<file path="config.mk">
export PLATFORM = sky130hd
export DESIGN_NAME = fifo_reader
export DESIGN_NICKNAME = d
export VERILOG_FILES = /design/src/rtl/fifo_reader_pkg.sv /design/src/rtl/fifo_reader_buf.sv /design/src/rtl/fifo_reader.sv
export SDC_FILE = /design/constraint.sdc
export NUM_CORES = 1
export LEC_CHECK = 0
export ABC_AREA = 1
export BUFFER_PORTS_ARGS = -buffer_cell sky130_fd_sc_hd__buf_4
export CAP_MARGIN = 10
export CORE_MARGIN = 5
export CORE_UTILIZATION = 56
export DETAILED_ROUTE_END_ITERATION = 7
export PLACE_DENSITY = 0.79
export SYNTH_ARGS = -nofsm -noshare
export SYNTH_HDL_FRONTEND = slang
export SYNTH_SLANG_ARGS = --single-unit
</file>
<file path="constraint.sdc">
create_clock -name clk -period 2.4 [get_ports clk]
set_input_delay 0.48 -clock clk [delete_from_list [all_inputs] [get_ports clk]]
set_output_delay 0.48 -clock clk [all_outputs]
set_load 0.02 [all_outputs]
</file>
<file path="src/rtl/fifo_reader_pkg.sv">
// Shared defaults for the FIFO read-side controller and its buffer.
package fifo_reader_pkg;
  localparam int DEF_WIDTH     = 8;
  localparam int DEF_BUF_DEPTH = 4;
  localparam int DEF_CNT_W     = 16;

  // Occupancy must count 0..depth inclusive.
  function automatic int occ_width(input int depth);
    return $clog2(depth) + 1;
  endfunction
endpackage

</file>
<file path="src/rtl/fifo_reader_buf.sv">
// Circular skid buffer: push at wr_ptr, pop at rd_ptr, head is the stored word at rd_ptr.
module fifo_reader_buf
  import fifo_reader_pkg::*;
#(
  parameter int WIDTH = DEF_WIDTH,
  parameter int DEPTH = DEF_BUF_DEPTH,
  localparam int PW = $clog2(DEPTH),
  localparam int OW = occ_width(DEPTH)
) (
  input  logic             clk,
  input  logic             rst,
  input  logic             push,
  input  logic [WIDTH-1:0] push_data,
  input  logic             pop,
  output logic [WIDTH-1:0] head,
  output logic [OW-1:0]    occ
);
  localparam logic [OW-1:0] FULL = OW'(DEPTH);

  logic [DEPTH-1:0][WIDTH-1:0] mem_q, mem_d;
  logic [PW-1:0]               wr_ptr_q, wr_ptr_d;
  logic [PW-1:0]               rd_ptr_q, rd_ptr_d;
  logic [OW-1:0]               occ_q, occ_d;

  always_comb begin
    mem_d    = mem_q;
    wr_ptr_d = wr_ptr_q;
    rd_ptr_d = rd_ptr_q;
    occ_d    = occ_q;
    if (push) begin
      mem_d[wr_ptr_q] = push_data;
      wr_ptr_d        = wr_ptr_q + PW'(1);
    end
    if (pop) begin
      rd_ptr_d = rd_ptr_q + PW'(1);
    end
    // Simultaneous push and pop leave occupancy unchanged.
    if (push && !pop) begin
      occ_d = occ_q + OW'(1);
    end else if (pop && !push) begin
      occ_d = occ_q - OW'(1);
    end
  end

  always_ff @(posedge clk) begin
    if (rst) begin
      mem_q    <= '0;
      wr_ptr_q <= '0;
      rd_ptr_q <= '0;
      occ_q    <= '0;
    end else begin
      mem_q    <= mem_d;
      wr_ptr_q <= wr_ptr_d;
      rd_ptr_q <= rd_ptr_d;
      occ_q    <= occ_d;
      assert (!(push && !pop && occ_q == FULL));
      assert (!(pop && occ_q == '0));
    end
  end

  assign head = mem_q[rd_ptr_q];
  assign occ  = occ_q;
endmodule

</file>
<file path="src/rtl/fifo_reader.sv">
// Consumer end of the synchronous FIFO: issues reads against reserved buffer space and
// streams captured words downstream on m_valid/m_ready.
module fifo_reader
  import fifo_reader_pkg::*;
#(
  parameter int WIDTH     = DEF_WIDTH,
  parameter int BUF_DEPTH = DEF_BUF_DEPTH,
  parameter int CNT_W     = DEF_CNT_W
) (
  input  logic             clk,
  input  logic             rst,
  input  logic             en,
  input  logic             empty,
  output logic             re,
  input  logic [WIDTH-1:0] data_in,
  output logic             m_valid,
  input  logic             m_ready,
  output logic [WIDTH-1:0] m_data,
  output logic [CNT_W-1:0] rd_count
);
  // Handshake: a word transfers on any cycle where m_valid and m_ready are both 1;
  // m_valid never depends on m_ready, and a stalled word holds m_data until taken.
  localparam int OW = occ_width(BUF_DEPTH);
  localparam logic [OW:0] DEPTH_L = (OW+1)'(BUF_DEPTH);

  logic [OW-1:0]    occ;
  logic [OW:0]      reserved;
  logic             pop;
  logic             rd_pend_q, rd_pend_d;
  logic [CNT_W-1:0] rd_count_q, rd_count_d;

  // A word in flight already owns an entry, so it counts against free space.
  always_comb begin
    reserved   = {1'b0, occ} + {{OW{1'b0}}, rd_pend_q};
    re         = ~rst & en & ~empty & (reserved < DEPTH_L);
    pop        = m_valid & m_ready;
    rd_pend_d  = re;
    rd_count_d = pop ? rd_count_q + CNT_W'(1) : rd_count_q;
  end

  always_ff @(posedge clk) begin
    if (rst) begin
      rd_pend_q  <= 1'b0;
      rd_count_q <= '0;
    end else begin
      rd_pend_q  <= rd_pend_d;
      rd_count_q <= rd_count_d;
      assert (!(re && empty));
    end
  end

  fifo_reader_buf #(
    .WIDTH (WIDTH),
    .DEPTH (BUF_DEPTH)
  ) u_buf (
    .clk       (clk),
    .rst       (rst),
    .push      (rd_pend_q),
    .push_data (data_in),
    .pop       (pop),
    .head      (m_data),
    .occ       (occ)
  );

  assign m_valid  = (occ != '0);
  assign rd_count = rd_count_q;
endmodule

</file>
# Word level (Yosys, flattened, before mapping)
# Cells that the tools add are included.
# W data, S select, Z words.
# totals
register_bits	56
wordCells	39
inputBits	13
# classes
reduce_logical	7
muxes	7
n_addsub	6
order_cmp	4
n_bitwise	6
# ops
cell	count
$bwmux W32	1
$add A16 B1 Y16 const B	1
$bmux W8 S2	1
$demux W8 S2	1
$mux W8	2
$lt A2 B3 Y1 const B	2
$mux W3	2
$add A2 B1 Y2 const B	2
$add A3 B1 Y4	1
$and A1 B1 Y1	4
$lt A4 B3 Y1 const B	1
$add A3 B1 Y3 const B	1
$logic_and A1 B1 Y1	3
$reduce_bool A3 Y1	1
$sub A3 B1 Y3 const B	1
$ge A2 B1 Y1 const B	1
$logic_not A1 Y1	2
$not A1 Y1	2
$reduce_bool A2 Y1	1

# Depth between registers and ports, before layout
# depth
depth_word	5
depth_mapped	11
depth_no_buf	10

# Hierarchy
# Synthesis repeated with hierarchy kept, for this count alone.
# hier_totals
hier_cells	375
area_unflattened_um2	2662.6
# by_module_without_submodules
mod	n_inst	cells_per_inst	area_per_inst_um2
fifo_reader_buf	1	229	1675.4
fifo_reader	1	146	987.2

# Worst setup path after synthesis
# Ideal clock, no wire load.
# synth_path
path_kind	reg2reg
startpoint	register u_buf.occ_q[0] (netlist: u_buf.occ[0])
endpoint	register u_buf.occ_q[2] (netlist: u_buf.occ[2])
n_path_buf	1
path_stages_with_launch	12
slack_ns	0.470
t_arrival_ns	1.813
period_less_slack_ns	1.930
path_cell_list	dfxtp_1 nor2_4 nand2_4 nand2_4 buf_6 ha_1 inv_1 fa_1 a21oi_1 o21ai_0 xor2_1 nor2_1
# synth_via
elab_chain_len	5
# synth_rtl
item	line	source
start: declaration	fifo_reader_buf.sv:23	logic [OW-1:0] occ_q, occ_d;
start signal: assignment	fifo_reader_buf.sv:50	occ_q <= '0;
start signal: assignment	fifo_reader_buf.sv:55	occ_q <= occ_d;
$reduce_bool A3 Y1 *	fifo_reader.sv:65	assign m_valid = (occ != '0);
named net m_valid	fifo_reader.sv:16	output logic m_valid,
$and A1 B1 Y1 *	fifo_reader.sv:36	pop = m_valid & m_ready;
$logic_not A1 Y1	fifo_reader_buf.sv:38	if (push && !pop) begin
$logic_and A1 B1 Y1	fifo_reader_buf.sv:38	
$mux W3 or $reduce_bool A2 Y1 (tied branches)	--	
# Mark *: on every way through the listed nets, which the timed path passes. The rest lies on a longest branch. The select of a mux whose other input is x is not followed.
# A chain may end at the register's enable or synchronous reset.

# Final worst setup path
# layout_path
startpoint	register u_buf.occ_q[0] (netlist: u_buf.occ[0])
endpoint	register u_buf.occ_q[2] (netlist: u_buf.occ[2])
# layout_via
elab_chain_len	5
# layout_rtl
item
parallel branches: the longest is 5 deep, another holds $sub A3 B1 Y3
# Parallel ways; which one is timed is not known. The select of a mux whose other input is x is not followed.

==> results.ini <==
[worst_setup_path]
timing.rr.start = u_buf.occ[0]$_SDFFE_PP0P_
slowest_delay_ps = 410
crit_type = reg -> reg
r2r_cells = 10
critPathArrivalTime_ps = 2250
crit_chain = nor2_4 -> nand2_4 -> nand2_4 -> ha_1 -> inv_1 -> fa_1 -> a21oi_1 -> o21ai_0 -> xor2_1 -> nor2_1
regToRegSetupSlack_ps = 390
crit_path_max_fanout = 12
crit_path_top_delay_cell = dfxtp_1
r2r-end = u_buf.occ[2]$_SDFFE_PP0P_
endpoint_kind = flip-flop
crit_path_frequent_cell = nand2_4
critPathLaunchType = flip-flop
required_ps = 2640
cp-startpoint = u_buf.occ[0]$_SDFFE_PP0P_

[hold_path]
min_path_cells = 2
min_from = rst
min-delay-path-class = in -> reg
min_to = rd_count[6]$_SDFFE_PP0P_

[place]
place.gp.congestion = 0.815
placed_area_um2 = 2920
numPortBuffers = 38
dp_hpwl_um = 4170

[sta]
fin_tns_setup_ps = 0
fin_crit_sh_pct = 83.7
worstMarginPinSlew_ps = 523
fin_crit_ps = 2010
fmax_mhz = 498
relSlewSlack_pct = 65.1
drv_slew = 0
rsz0062_at_grt = no
setup_viol = 0
finClkSkew_ps = 6.57
hold_slack_ps = 407
hold_violations = 0

[cts]
cts_tree = built
htree_levels = 2
clockBufferDepth = 2
cts_buffers = 5
clock-root-buffer = clkbuf_8
clkLatencyLatePin_ps = 300
post_cts_buffers = 0
clk_pin_slew_worst_paths_ps = 100
cts_resized = 0
cts.sinks = 56
cts_hold_buffers = 0

[pwr]
total_leakage_power_nw = 1.27
swShare_pct = 35.0
pwr-share-comb_pct = 32.0
irDropWorstVdd_mv = 0.478
p_clk_share_pct = 24.8
p_int_mw = 1.60
p_sw_mw = 0.862
power_density_nw_per_um2 = 813
p_seq_share_pct = 43.1

[synthesis]
netlist_area_um2 = 2600
async_flop_share_pct = 0
ys.flop_type = dfxtp_1
syn_inst = 368
avgSynthCellArea_um2 = 7.07
synth-seq-cells = 56
synth_edf_count = 0
ys_seq_area_share_pct = 43.1
ys_warn_count = 0
synthesis.nets = 388
synth_cell_type_count = 26

[final_layout]
utilization_pct = 68.1
final_cell_area_um2 = 3030
area_delta_synth_final_pct = 16.3
n_antenna_cell = 0
drive_above_1_share_pct = 14.3
final_net_count = 425

[die]
die_w_um = 78.2
dieArea_um2 = 6110
design.core.area_um2 = 4440
initial_utilization_pct = 58.6
num_rows = 24
die_h_um = 78.2
pin_count = 39

[drt]
drt-initial-drc-count = 175
drt_first_pass_iters = 4
ant_nets = 0
wl_um = 5980
avgRoutedWirePerCell_um = 13.1
route.detailed.drc = 0
post_drt_via_cell_ratio = 5.32
vias = 2435

[flow_run]
cap_violations = 0

[global_routing]
grt_pass1_wl_um = 9980
grt_pass1_vias = 2166
antenna_found_initial = 0
grt_usage_pct = 20.0
grt_max_degree = 26
grt_remaining_overflow = 0

[status]
status = finished clean

-- layer usage --
metal	part of all wire [%]	track usage, %	vias up
met2	47	32.3	62
met5	0	0	-
li1	-	-	1263
met1	46	26.7	1106
met3	6.1	5.15	4
met4	0.69	5.59	0
-- cells in the final DEF (no fill, tap or decap), types with 2 or more instances in the layout --
cell type / count
xor2_1: 2
nand3_1: 9
nand4_1: 8
a31oi_1: 2
nand2_1: 38
clkbuf_8: 5
ha_1: 6
nand2_4: 2
buf_4: 41
nor2_4: 4
nor2_1: 112
o22ai_1: 8
a21oi_1: 10
nor3_1: 3
xnor2_1: 2
inv_1: 34
dfxtp_1: 56
o21ai_0: 55
-- area by class of cell --
class	instances	area, um^2
multi-input cells	267	1290
flip-flops and latches	56	1120
clock buffers	5	68.8
well taps	52	65.1
repair buffers	41	308
fillers	410	1420
clock inverters	3	42.5
inverters	34	128
-- registers in the layout, summed over array words and instances (netlist names) --
name	flops
u_buf.occ	3
u_buf.wr_ptr_q	2
rd_pend_q	1
rd_count	16
u_buf.rd_ptr_q	2
u_buf.mem_q	32
-- per-stage QoR --
step | worst slack [ps] | instances | power, mW
3_5_place_dp | 439 | 450 | 1.87
6_report | 390 | 458 | 2.46
4_1_cts | 400 | 458 | 2.48
5_1_grt | 259 | 458 | 2.61
2_1_floorplan | 470 | 368 | 1.61
3_3_place_gp | 489 | 450 | 1.86
-- synthesized netlist by cell type, types with 3 or more instances --
master | instances | share of area (%)
a21oi_1 | 10 | 1.9
buf_2 | 5 | 0.96
clkbuf_1 | 4 | 0.58
dfxtp_1 | 56 | 43
ha_1 | 6 | 2.9
inv_1 | 34 | 4.9
nand2_1 | 38 | 5.5
nand3_1 | 9 | 1.7
nand4_1 | 8 | 1.9
nor2_1 | 112 | 16
nor2_4 | 4 | 1.7
nor3_1 | 3 | 0.58
o21ai_0 | 55 | 11
o22ai_1 | 8 | 1.9
-- power groups by stage --
stage / logic, mW / registers (mW) / clock network (mW)
2_1_floorplan: 0.533 / 1.08 / 0
3_3_place_gp: 0.779 / 1.08 / 0
3_5_place_dp: 0.787 / 1.08 / 0
4_1_cts: 0.792 / 1.06 / 0.629
5_1_grt: 0.863 / 1.07 / 0.678
6_report: 0.788 / 1.06 / 0.610
-- worst max-delay path: cells and delay by family (launching register included) --
| family | cells | cell delay (ps) |
|---|---|---|
| compound gates | 2 | 260 |
| fa+ha+maj | 2 | 560 |
| buf+inv | 1 | 70 |
| simple gates | 4 | 510 |
| flops | 1 | 410 |
| xor+xnor | 1 | 150 |
-- how the worst max path moves through the flow --
stage,endpoint,slack (ps),depth (start not counted)
final,u_buf.occ[2]$_SDFFE_PP0P_,390,10
after global routing,m_data[0],260,4
after CTS,u_buf.occ[2]$_SDFFE_PP0P_,400,10
after detailed placement,u_buf.occ[2]$_SDFFE_PP0P_,440,10
after global placement,u_buf.occ[2]$_SDFFE_PP0P_,490,9
after floorplan,u_buf.occ[2]$_SDFFE_PP0P_,470,11
-- kinds of logic (layout without fill, tap and decap cells) --
group	count (synthesis)	count (layout)	share of synthesized area, %
AOI/OAI and AO/OA	78	78	15.8
xor gates and xnor gates	4	4	1.35
adders and majority gates	7	7	3.65
buffers and inverters	45	83	7.16
DFF	56	56	43.1
and+or+nand+nor	178	178	28.9
(Power assumes the default switching activity.)
